==> config.mk <==
export PLATFORM = sky130hd
export DESIGN_NAME = mux_rr_arbiter_flat
export DESIGN_NICKNAME = d
export VERILOG_FILES = /design/src/rtl/mux_rr_arbiter_if.sv /design/src/rtl/mux_rr_arbiter.sv /design/src/flat_wrapper.sv
export SDC_FILE = /design/constraint.sdc
export NUM_CORES = 1
export LEC_CHECK = 0
export ABC_AREA = 1
export BUFFER_PORTS_ARGS = -buffer_cell sky130_fd_sc_hd__buf_2
export CAP_MARGIN = 40
export CORE_MARGIN = 2
export CORE_UTILIZATION = 35
export CTS_CLUSTER_SIZE = 25
export DETAILED_ROUTE_END_ITERATION = 8
export PLACE_DENSITY = 0.64
export SLEW_MARGIN = 20
export SYNTH_ARGS = -nofsm -noshare
export SYNTH_HDL_FRONTEND = slang
export SYNTH_SLANG_ARGS = --single-unit
==> constraint.sdc <==
create_clock -name iCLK -period 4.78 [get_ports iCLK]
set_clock_uncertainty 0.1 [all_clocks]
set_input_delay 0.239 -clock iCLK [delete_from_list [all_inputs] [get_ports iCLK]]
set_output_delay 0.239 -clock iCLK [all_outputs]
set_load 0.01 [all_outputs]
==> src/rtl/mux_rr_arbiter_if.sv <==
// Bundle between the four requesters / shared resource and the round-robin arbiter.
// The requesters hold iReq[n] high until served, and iDone pulses once when the resource is finished.
interface mux_rr_arbiter_if;
  // Handshake: iReq[n] is a level request that acts as "valid" and stays high until requester n is served.
  // oGrant[n] acts as "ready": the cycle it rises, requester n owns the mux.
  // Ownership ends at the edge that sees iDone=1, iReq[n]=0, or the hold timeout.
  logic [3:0] iReq;
  logic       iDone;
  logic [3:0] oGrant;
  logic [1:0] oSelect;
  logic       oBusy;
  logic       oTimeout;
  logic       dbg_state;

  modport master (
    output iReq, iDone,
    input  oGrant, oSelect, oBusy, oTimeout, dbg_state
  );

  modport slave (
    input  iReq, iDone,
    output oGrant, oSelect, oBusy, oTimeout, dbg_state
  );
endinterface

==> src/rtl/mux_rr_arbiter.sv <==
// Round-robin arbiter that owns the 2-bit select of the shared 4:1 datapath mux.
// A grant is held until iDone arrives, the owner withdraws, or TIMEOUT cycles elapse.
module mux_rr_arbiter #(
  parameter int TIMEOUT = 16,
  parameter int CW      = 5
) (
  input logic            iCLK,
  input logic            iRST,
  mux_rr_arbiter_if.slave bus
);

  typedef enum logic {IDLE = 1'b0, BUSY = 1'b1} state_t;

  localparam logic [CW-1:0] CNT_LAST = CW'(TIMEOUT - 1);
  localparam logic [CW-1:0] CNT_MAX  = {CW{1'b1}};

  state_t        state;
  logic [3:0]    grant;
  logic [1:0]    sel;
  logic [1:0]    last;
  logic          busy;
  logic          tout;
  logic [CW-1:0] cnt;

  logic [1:0]    base;
  logic          found;
  logic [1:0]    win;
  logic          rel_done;
  logic          rel_wd;
  logic          rel_to;
  logic          release_now;

  // While busy the owner is the pointer for the re-arbitration that happens on its release edge.
  // The loop walks from lowest to highest priority so the final hit is the winner.
  always_comb begin
    base  = (state == BUSY) ? sel : last;
    found = 1'b0;
    win   = base;
    for (int i = 4; i >= 1; i--) begin
      if (bus.iReq[base + 2'(i)]) begin
        found = 1'b1;
        win   = base + 2'(i);
      end
    end
  end

  always_comb begin
    rel_done    = bus.iDone;
    rel_wd      = !bus.iReq[sel];
    rel_to      = (TIMEOUT != 0) && (cnt == CNT_LAST);
    release_now = (state == BUSY) && (rel_done || rel_wd || rel_to);
  end

  always_ff @(posedge iCLK or posedge iRST) begin
    if (iRST) begin
      state <= IDLE;
      grant <= 4'b0000;
      sel   <= 2'd0;
      last  <= 2'd3;
      busy  <= 1'b0;
      tout  <= 1'b0;
      cnt   <= '0;
    end else begin
      tout <= 1'b0;
      case (state)
        IDLE: begin
          if (found) begin
            grant <= 4'b0001 << win;
            sel   <= win;
            busy  <= 1'b1;
            cnt   <= '0;
            state <= BUSY;
          end
        end
        BUSY: begin
          if (release_now) begin
            last <= sel;
            // Timeout is only flagged when nothing else would have ended the grant anyway.
            tout <= rel_to && !rel_done && !rel_wd;
            if (found) begin
              grant <= 4'b0001 << win;
              sel   <= win;
              cnt   <= '0;
            end else begin
              grant <= 4'b0000;
              busy  <= 1'b0;
              state <= IDLE;
            end
          end else if (cnt != CNT_MAX) begin
            cnt <= cnt + 1'b1;
          end
        end
        default: state <= IDLE;
      endcase
    end
  end

  assign bus.oGrant    = grant;
  assign bus.oSelect   = sel;
  assign bus.oBusy     = busy;
  assign bus.oTimeout  = tout;
  assign bus.dbg_state = state;

  a_grant_onehot: assert property (@(posedge iCLK) disable iff (iRST) $onehot0(grant));
  a_busy_matches: assert property (@(posedge iCLK) disable iff (iRST) busy == (grant != 4'b0000));

endmodule

==> src/flat_wrapper.sv <==
// flat-port wrapper written by rule: the top's interface ports become plain ports
module mux_rr_arbiter_flat 
#(
  parameter int TIMEOUT = 16,
  parameter int CW      = 5
)
  (iCLK, iRST, bus_iReq, bus_iDone, bus_oGrant, bus_oSelect, bus_oBusy, bus_oTimeout, bus_dbg_state);
  mux_rr_arbiter_if bus_i ();
  input logic iCLK;
  input logic iRST;
  input wire logic [$bits(bus_i.iReq)-1:0] bus_iReq;
  input wire logic [$bits(bus_i.iDone)-1:0] bus_iDone;
  output wire logic [$bits(bus_i.oGrant)-1:0] bus_oGrant;
  output wire logic [$bits(bus_i.oSelect)-1:0] bus_oSelect;
  output wire logic [$bits(bus_i.oBusy)-1:0] bus_oBusy;
  output wire logic [$bits(bus_i.oTimeout)-1:0] bus_oTimeout;
  output wire logic [$bits(bus_i.dbg_state)-1:0] bus_dbg_state;
  assign bus_i.iReq = bus_iReq;
  assign bus_i.iDone = bus_iDone;
  assign bus_oGrant = bus_i.oGrant;
  assign bus_oSelect = bus_i.oSelect;
  assign bus_oBusy = bus_i.oBusy;
  assign bus_oTimeout = bus_i.oTimeout;
  assign bus_dbg_state = bus_i.dbg_state;
  mux_rr_arbiter #(.TIMEOUT(TIMEOUT), .CW(CW)) u_core (.iCLK(iCLK), .iRST(iRST), .bus(bus_i));
endmodule
Word-level counts from Yosys, hierarchy flattened
Index checks and enable logic that the tools add are counted.

operators by class
  reductions and logical operators = 10
  muxes and demuxes = 38
  order comparisons = 5
  equality and inequality tests = 6
  add/sub/neg operators = 4
  bitwise gates (word level) = 1
  shift operators = 1

operator list
  kind                                                                          count
  1-bit 2-to-1 mux                                                              16
  2-bit by 3-bit less-than comparator with 1-bit output, second input constant  5
  5-bit 2-to-1 mux                                                              3
  2-bit 2-to-1 mux                                                              6
  4-bit 2-to-1 mux                                                              3
  1-bit binary-select mux with 2-bit select                                     5
  5-bit case mux with 2 select lines                                            1
  4-bit case mux with 2 select lines                                            1
  5-bit by 1-bit adder with 5-bit output, second input constant                 1
  5-bit by 4-bit == test with 1-bit output, second input constant               1
  5-bit != test, second input constant                                          1
  2-bit adder, second input constant                                            2
  2-bit != test, second input constant                                          2
  1-bit case mux with 2 select lines                                            2
  2-bit case mux with 2 select lines                                            1
  2-bit AND reduction                                                           2
  1-bit by 2-bit left shift with 4-bit output, first input constant             1
  1-bit logical AND                                                             3
  3-bit != test, second input constant                                          1
  3-bit AND reduction                                                           1
  2-bit by 1-bit adder with 2-bit output, second input constant                 1
  1-bit logical NOT                                                             2
  1-bit logical OR                                                              2
  2-bit by 1-bit != test with 1-bit output, second input constant               1
  1-bit NOT                                                                     1

storage, ports and cells
  register bits = 16
  bits of input ports = 7
  word-level logic and storage cells = 72
  output and inout port bits = 9

Depth between registers and ports, before layout
Gate-level depths: netlist of run 1.

  depth in word-level cells = 11
  depth in mapped cells = 14
  mapped depth without buffers = 13

Least setup slack after synthesis of run 1
Ideal clock, no wire load.

  kind = reg2reg
  from = register u_core.cnt[0]
  to = register u_core.grant[0] (netlist: u_core.bus.oGrant[0])
  library setup time = 0.065 ns
  slack = 2.893 ns
  arrival = 1.722 ns
  stages on the path, launching flop included = 9
  period minus slack after synthesis = 1.887 ns
  path buffers = 0
  cells stage by stage = dfrtp_1 -> ha_1 -> and3_1 -> ha_1 -> o21ai_0 -> inv_1 -> nor2_2 -> nand2_1 -> nand2_1

on the way
  cells in the longest elaborated chain, start to end = 5

ends and longest elaborated chain
  element                                   RTL line              source
  from (decl)                               mux_rr_arbiter.sv:23  logic [CW-1:0] cnt;
  from (signal assigned)                    mux_rr_arbiter.sv:90  cnt <= cnt + 1'b1;
  5-bit by 4-bit == test with 1-bit output  mux_rr_arbiter.sv:50  rel_to = (TIMEOUT != 0) && (cnt == CNT_LAST);
  1-bit logical OR                          mux_rr_arbiter.sv:51  release_now = (state == BUSY) && (rel_done || rel_wd || rel_to);
  1-bit logical AND                         mux_rr_arbiter.sv:51
  2-bit != test (no source line)            -
  2-bit AND reduction (no source line)      -
  to (signal assigned)                      mux_rr_arbiter.sv:68  grant <= 4'b0001 << win;
  to (signal assigned)                      mux_rr_arbiter.sv:81  grant <= 4'b0001 << win;
  to (decl)                                 mux_rr_arbiter.sv:18  logic [3:0] grant;

No other way between the ends.
A chain may end at the register's enable or synchronous reset.

Worst setup path in the final report of run 1
  from = register u_core.cnt[0]
  to = register u_core.grant[2] (netlist: u_core.bus.oGrant[2])

Same word-level chain as after synthesis.

==> flow_summary.ini, run 1 <==
[outcome]
status = finished clean

[clock_tree]
clock_path_buffers = 2
cts_tree = yes
cts_resized = 0
cts_hold_buf = 1
htreeDepth = 1
cts-root-buf = clkbuf_4
cts.sinks = 16
cts_setup_buffers = 0
clock_latency_ns = 0.29
cts_made_buffers = 3
path_clk_slew_ns = 0.09

[route]
route.detailed.drc = 0
final_antenna_net_count = 0
routed_wl_mm = 2.30
routed-via-count = 1008
vias_per_cell = 4.85
dr.pass1.iters = 4
wl_per_cell_um = 11.1
drtIter0Drc = 92

[placement]
io_buffers = 15
dp.cells = 204
gp_congestion = 0.793
hpwlAfterDp_mm = 1.80
dp_slack_ns = 2.69

[sta]
hold_viol = 0
setup_viol = 0
slew_violations = 0
setup_slack_ns = 2.68
max_freq_ghz = 0.476
whs_ns = 0.177
worst_pin_slew_ns = 0.616
fin_crit_ns = 2.10
period_share = 0.440
fin_tns_setup_ns = 0
relSlewSlack = 0.589
rsz0062_at_grt = false

[worst_setup_path]
cp.arrival_ns = 2.23
crit_required_ns = 4.91
critPathCaptureType = register
slowest_delay_ns = 0.42
path_cells = ha_1, and3_1, ha_1, o21ai_0, inv_1, nor2_2, nand2_1, nand2_1
path_class = register to register
critPathMaxFanout = 5
crit_slowest_cell = dfrtp_1
startpoint_type = register

[power_and_ir_drop]
powerDensity_nw_per_um2 = 688
vdd_drop_max_uv = 220
power_leakage_nw = 0.695
total_power_mw = 0.840

[flow_run]
cap_violations = 0

[die]
row_count = 20
dieArea_um2 = 3560
ios = 16
die_h_um = 59.6
initial_core_util = 0.361
core_area_um2 = 3000
die_w_um = 59.6

[yosys]
synth_cell_types = 24
synthArstFlopShare = 1.00
syn_nets = 167
ys_seq_area_frac = 0.372
yosys_warnings = 0
syn_area_um2 = 1080
ys_seq_elements = 16
synthCells = 157
synth_ff_type = dfrtp_1
syn_avg_cell_area_um2 = 6.90
synth_edf_count = 0

[cells_and_area]
fillers = 329
syn2layout_area_growth_pct = 12.7
multiInputGateArea_um2 = 591
n_antenna_cell = 0
ff_latch_area_um2 = 403
fin_nets = 187
stdcell_count = 208
drive_gt1_frac = 0.189

[global_route]
overflow = 0
grt_max_degree = 17
grt_usage = 0.154
grt_pass1_wl_mm = 4.19
antenna_found_initial = 0
grt_pass1_vias = 993

[min_path]
min-delay-path-class = input port to register
==> registers in the layout (all words and copies together), names as in the netlist <==
name                  flops
u_core.bus.oGrant         4
u_core.bus.oSelect        2
u_core.bus.oTimeout       1
u_core.cnt                5
u_core.bus.oBusy          1
u_core.last               2
u_core.bus.dbg_state      1
==> layout make-up <==
class	instances	share of cell area
Multi-Input combinational cell	119	0.484
Sequential cell	16	0.330
Timing Repair Buffer	16	0.0697
Inverter	21	0.0645
Tap cell	33	0.0338
Clock buffer	3	0.0184
==> layout by cell type (no fill, tap or decap), drive strengths merged <==
cell         synthesis  final
buf                  1     15
and3                 1      1
o21ai                9      9
o211ai               1      1
xor2                 1      1
clkbuf               0      3
dfstp                2      2
a21oi                3      3
xnor2                1      1
nand2               69     69
dfrtp               14     14
nand4                3      3
and2                 1      1
nor2                12     12
nor3                 1      1
inv                 21     21
dlygate4sd3          0      1
nand3               14     14
ha                   3      3
==> layer usage <==
layer	routed length, µm	global-route usage	vias to the layer above
li1	-	-	534
met1	1100	0.201	461
met2	1120	0.250	9
met3	54	0.0240	4
met4	31	0.0667	0
met5	0	0	-
==> stage by stage <==
step,utilization,instance area (µm²)
after floorplan,-,1080
after global placement,0.396,1190
after detailed placement,0.396,1190
after CTS,0.407,1220
after global routing,0.407,1220
final,0.407,1220
==> critical path, delay by kind of cell, from the launching register on <==
| kind | cells | cell delay, ns |
|---|---|---|
| compound gates | 1 | 0.39 |
| fa+ha+maj | 2 | 0.47 |
| buf+inv | 1 | 0.13 |
| flops | 1 | 0.42 |
| simple gates | 4 | 0.55 |
==> where the power goes <==
group / internal [mW] / switching, mW / leakage [nW]
registers: 0.190 / 0.0395 / 0.201
logic: 0.180 / 0.360 / 0.479
clock network: 0.0293 / 0.0405 / 0.0138
total: 0.400 / 0.440 / 0.695
==> path summary, 6_finish.rpt <==
check	startpoint	slack (ns)	cells past startpoint	end
min reg2reg	u_core.bus.oGrant[1]	0.39	2	u_core.bus.oGrant[1]
max in group asynchronous	iRST	3.71	3	u_core.cnt[4]
max	u_core.cnt[0]	2.68	8	u_core.bus.oGrant[2]
min	bus_iDone	0.18	4	u_core.bus.oTimeout
max reg2reg	u_core.cnt[0]	2.68	8	u_core.bus.oGrant[2]
min in group asynchronous	iRST	0.47	3	u_core.bus.oGrant[3]
==> logic make-up (layout without fill, tap and decap cells) <==
| logic type | count (synthesis) | in the layout | share of synthesized area |
|---|---|---|---|
| adders and majority gates | 3 | 3 | 0.0346 |
| buffers and inverters | 22 | 40 | 0.0831 |
| xor gates and xnor gates | 2 | 2 | 0.0162 |
| DFF | 16 | 16 | 0.372 |
| AOI/OAI and AO/OA | 13 | 13 | 0.0624 |
| and+or+nand+nor | 101 | 101 | 0.432 |
==> Yosys cell counts (2+ instances only) <==
master | n | share of area
nand2_1 | 63 | 0.22
inv_1 | 20 | 0.069
dfrtp_1 | 14 | 0.32
nand3_1 | 13 | 0.060
nor2_1 | 7 | 0.024
o21ai_0 | 6 | 0.028
nand2_2 | 4 | 0.023
a21oi_1 | 3 | 0.014
ha_1 | 3 | 0.035
nand4_1 | 3 | 0.017
nor2_4 | 3 | 0.031
o21ai_1 | 3 | 0.014
dfstp_2 | 2 | 0.048
nand2_4 | 2 | 0.021
nor2_2 | 2 | 0.012
Note: power is estimated with default switching activity, not from simulation.
==> run 2: changes to the inputs <==
Clock period 4.78 ns to 2.2 ns, I/O delays scaled along.
==> run 2 against run 1 <==
  * Fmax up 3.4%
  * Global-route usage down 0.53 points
  * Die area unchanged
  * Sequential share of layout area down 0.56 points
  * Critical path depth down 1
  * Via count up 2.3%
  * Clock-buffer cell count up 1
  * Power up 120%
  * Sequential power up 120%
  * Critical endpoint is now u_core.cnt[4]
  * Largest cell class unchanged
  * Largest power group unchanged
==> flow_summary.ini, run 2 (synthesized netlist as in run 1, its figures left out) <==
[cells_and_area]
largest-register = u_core.cnt
fin_nets = 188
final_area_um2 = 1240
largest_register_ffs = 5
n_antenna_cell = 0
drive_gt1_frac = 0.198
syn2layout_area_growth_pct = 14.7
final_cell_mix = nand2_1 (63), inv_1 (20), buf_2 (15), dfrtp_1 (14), nand3_1 (13)
final_common_cell = nand2_1

[sta]
period_share = 0.924
worst_pin_slew_ns = 0.606
hold_viol = 0
rsz0062_at_grt = false
max_freq_ghz = 0.492
fin_crit_ns = 2.03
slew_violations = 0
setup_slack_ns = 0.167
relSlewSlack = 0.595
setup_viol = 0
fin_tns_setup_ns = 0

[global_route]
overflow = 0
antenna_found_initial = 0
grt_pass1_wl_mm = 4.07
grt_max_degree = 17
grt_usage = 0.148
grt_pass1_vias = 986

[die]
dieArea_um2 = 3560
initial_core_util = 0.361
row_count = 20
ios = 16
die_w_um = 59.6
core_area_um2 = 3000
die_h_um = 59.6

[clock_tree]
cts_setup_buffers = 0
cts_tree = yes
cts-root-buf = clkbuf_4
cts_made_buffers = 3
clock_latency_ns = 0.28
cts.sinks = 16
clock_path_buffers = 2
path_clk_slew_ns = 0.09
htreeDepth = 1
cts_resized = 0

[worst_setup_path]
startpoint_type = register
path_cells = ha_1, and3_1, ha_1, nor3_1, nor2_4, nand2_1, o21ai_0
critPathCaptureType = register
path_class = register to register
critPathMaxFanout = 4
cpMostUsedCell = ha_1
slowest_delay_ns = 0.46
crit_slowest_cell = nor3_1
crit_required_ns = 2.26
cp.arrival_ns = 2.10

[placement]
io_buffers = 15
dp_slack_ns = 0.141
gp_congestion = 0.935
placed_cell_area_um2 = 1200
hpwlAfterDp_mm = 1.91

[power_and_ir_drop]
p_int_mw = 0.917
power.share.clock = 0.101
p_seq_frac = 0.265
powerDensity_nw_per_um2 = 1520
vdd_drop_max_uv = 502
power_leakage_nw = 0.707
switchingPower_mw = 0.968
comb_power_share = 0.634
total_power_mw = 1.89
swShare = 0.514

[flow_run]
cap_violations = 0

[route]
vias_per_cell = 4.91
routed-via-count = 1031
routed_wl_mm = 2.34
final_antenna_net_count = 0
dr.pass1.iters = 4
wl_per_cell_um = 11.2
drtIter0Drc = 102
route.detailed.drc = 0

[min_path]
min-delay-path-class = input port to register

[outcome]
status = finished clean
run 2: changes by cell type in the layout (fill, tap and decap cells not counted):
cell,delta
clkbuf_8,+1
buf_4,+1
run 2: final timing paths:
path	startpoint	endpoint	slack (ns)	cells past startpoint
worst max-delay path	u_core.cnt[0]	u_core.cnt[4]	0.17	7
worst min-delay path	bus_iDone	u_core.bus.oTimeout	0.07	4
worst max register to register	u_core.cnt[0]	u_core.cnt[4]	0.17	7
worst min register to register	u_core.bus.oGrant[2]	u_core.bus.oGrant[2]	0.38	2
max in group asynchronous	iRST	u_core.cnt[3]	1.28	3
min in group asynchronous	iRST	u_core.bus.oGrant[2]	0.33	3
run 2: repair_timing:
| item | in CTS | in global routing |
|---|---|---|
| hold buffers | 1 | 0 |
| setup endpoints to repair | 0 | 0 |
| endpoints found under the hold margin | 14 | 0 |
run 2: through the flow:
step	utilization	hold WS, ns	instances
6_report	0.414	0.0716	210
4_1_cts	0.414	0.0640	210
5_1_grt	0.414	0.0859	210
2_1_floorplan	-	-0.0777	157
3_3_place_gp	0.398	0.107	205
3_5_place_dp	0.398	0.107	205
run 2: cell type report:
class / count / area [µm²]
fill: 307 / 1760
multi-input combinational: 119 / 591
sequential: 16 / 403
timing repair buffer: 17 / 92.6
inverter: 21 / 78.8
tap: 33 / 41.3
clock buffer: 4 / 36.3
run 2: routing by layer:
layer / part of all wire / GRT usage / vias to the layer above
met3: 0.048 / 0.0131 / 4
li1: - / - / 531
met5: 0 / 0 / -
met1: 0.44 / 0.189 / 467
met2: 0.49 / 0.258 / 29
met4: 0.014 / 0.0571 / 0
run 2: power by group through the flow:
stage | clock, mW | combinational (mW) | sequential [mW]
5_1_grt | 0.212 | 1.39 | 0.515
3_5_place_dp | 0 | 1.20 | 0.505
4_1_cts | 0.199 | 1.21 | 0.498
6_report | 0.190 | 1.20 | 0.500
3_3_place_gp | 0 | 1.17 | 0.501
2_1_floorplan | 0 | 0.911 | 0.511
run 2: critical path: cells and delay by family, from the launching register on:
kind                     cells  cell delay (ns)
adder cells (fa/ha/maj)      2             0.48
flip-flops                   1             0.42
AND/OR/NAND/NOR              4             0.84
AO/OA/AOI/OAI                1             0.08
==> run 3: changes to the inputs <==
Settings changed: RECOVER_POWER set to 50.
==> run 3 against run 2 <==
  * Die area unchanged
  * Combinational power about the same
  * First-iteration DRC count down 2.9%
  * Utilization down 0.17 points
  * Sequential power about the same
  * Sequential share of layout area up 0.13 points
  * Worst hold slack better by 0.00082 ns
  * Non-clock buffer count unchanged
  * Clock-buffer cell count unchanged
  * Cell count unchanged
  * Register-to-register slack about the same
  * Via count down 0.78%
  * Critical path type unchanged
  * Critical endpoint unchanged
  * Largest cell class unchanged
==> flow_summary.ini, run 3 (synthesized netlist as in run 1, its figures left out) <==
[min_path]
hold_path_startpoint = bus_iDone
hold_path_depth = 4
min-delay-path-class = input port to register
min_to = u_core.bus.oTimeout

[sta]
slew_violations = 0
fin_crit_ns = 2.03
max_freq_ghz = 0.492
relSlewSlack = 0.595
period_share = 0.924
rsz0062_at_grt = false
whs_ns = 0.0724
setup_slack_ns = 0.167
worst_pin_slew_ns = 0.606
fin_tns_setup_ns = 0
hold_viol = 0
setup_viol = 0

[power_and_ir_drop]
vdd_drop_max_uv = 502
comb_power_share = 0.633
p_seq_frac = 0.266
powerDensity_nw_per_um2 = 1520
total_power_mw = 1.88
p_int_mw = 0.912
power_leakage_nw = 0.692
power.share.clock = 0.101
swShare = 0.515
switchingPower_mw = 0.968

[cells_and_area]
fin_nets = 188
stdcell_count = 210
post-route-util = 0.412
n_antenna_cell = 0
drive_gt1_frac = 0.175
syn2layout_area_growth_pct = 14.2
final_cell_mix = nand2_1 (63), inv_1 (20), dfrtp_1 (14), nand3_1 (13), buf_2 (11)
largest-register = u_core.cnt
fillers = 311
final_common_cell = nand2_1
largest_register_ffs = 5
final_area_um2 = 1240

[clock_tree]
clock_latency_ns = 0.28
cts_tree = yes
htreeDepth = 1
cts-root-buf = clkbuf_4
clock_path_buffers = 2
cts_resized = 0
cts_made_buffers = 3
cts.sinks = 16
path_clk_slew_ns = 0.09

[route]
routed-via-count = 1023
vias_per_cell = 4.87
routed_wl_mm = 2.33
dr.pass1.iters = 4
final_antenna_net_count = 0
wl_per_cell_um = 11.1
route.detailed.drc = 0
drtIter0Drc = 99

[placement]
hpwlAfterDp_mm = 1.91
io_buffers = 15
dp.cells = 205
gp_congestion = 0.935
dp_slack_ns = 0.141
placed_cell_area_um2 = 1200

[global_route]
antenna_found_initial = 0
grtUsageMet3 = 0.0131
grt_max_degree = 17
use_met1 = 0.189
overflow = 0
grt-busiest-layer = met2
grt_pass1_wl_mm = 4.07
grt_pass1_vias = 986
grt_usage = 0.148
grt_use_met2 = 0.258

[die]
die_w_um = 59.6
ios = 16
die_h_um = 59.6
core_area_um2 = 3000
row_count = 20
dieArea_um2 = 3560
initial_core_util = 0.361

[worst_setup_path]
r2r-start = u_core.cnt[0]
path_class = register to register
r2r_cells = 7
regToRegEndpoint = u_core.cnt[4]
cp.arrival_ns = 2.10
critPathMaxFanout = 4
startpoint_type = register
crit_required_ns = 2.26
r2r_slack_ns = 0.17
critPathCaptureType = register

[flow_run]
cap_violations = 0

[outcome]
status = finished clean
[run 3: worst max path at each step]
stage	startpoint	endpoint	slack [ns]	cells after the start
3_3_place_gp	u_core.cnt[0]	u_core.cnt[3]	0.21	7
5_1_grt	u_core.cnt[0]	u_core.cnt[4]	0.02	7
6_report	u_core.cnt[0]	u_core.cnt[4]	0.17	7
4_1_cts	u_core.cnt[0]	u_core.cnt[4]	0.14	7
3_5_place_dp	u_core.cnt[0]	u_core.cnt[4]	0.14	7
2_1_floorplan	u_core.cnt[0]	u_core.bus.oGrant[0]	0.31	8
[run 3: final cells by class]
type / instances / area (µm²) / share of cell area
Clock buffer: 4 / 36.3 / 0.0293
Inverter: 21 / 78.8 / 0.0637
Multi-Input combinational cell: 119 / 591 / 0.477
Sequential cell: 16 / 403 / 0.326
Tap cell: 33 / 41.3 / 0.0334
Timing Repair Buffer: 17 / 87.6 / 0.0708
[run 3: metal layers]
metal	up-vias	wire, µm
met5	-	0
met4	0	33
met3	4	99
met2	27	1150
met1	459	1050
li1	533	-
[run 3: power groups by stage]
stage | logic, mW | clock network (mW) | registers, mW
2_1_floorplan | 0.911 | 0 | 0.511
3_3_place_gp | 1.17 | 0 | 0.501
3_5_place_dp | 1.20 | 0 | 0.505
4_1_cts | 1.21 | 0.199 | 0.498
5_1_grt | 1.38 | 0.212 | 0.516
6_report | 1.19 | 0.190 | 0.500
[run 3: worst max-delay path, cell delays in order (launching register included)]
cell     delay (ns)
dfrtp_1        0.42
ha_1           0.24
and3_1         0.21
ha_1           0.24
nor3_1         0.46
nor2_4         0.10
nand2_1        0.07
o21ai_0        0.08
[run 3: repair_timing]
item | in CTS | in global routing
hold buffers | 1 | 0
hold endpoints to repair | 14 | 0
setup buffers | 0 | 0
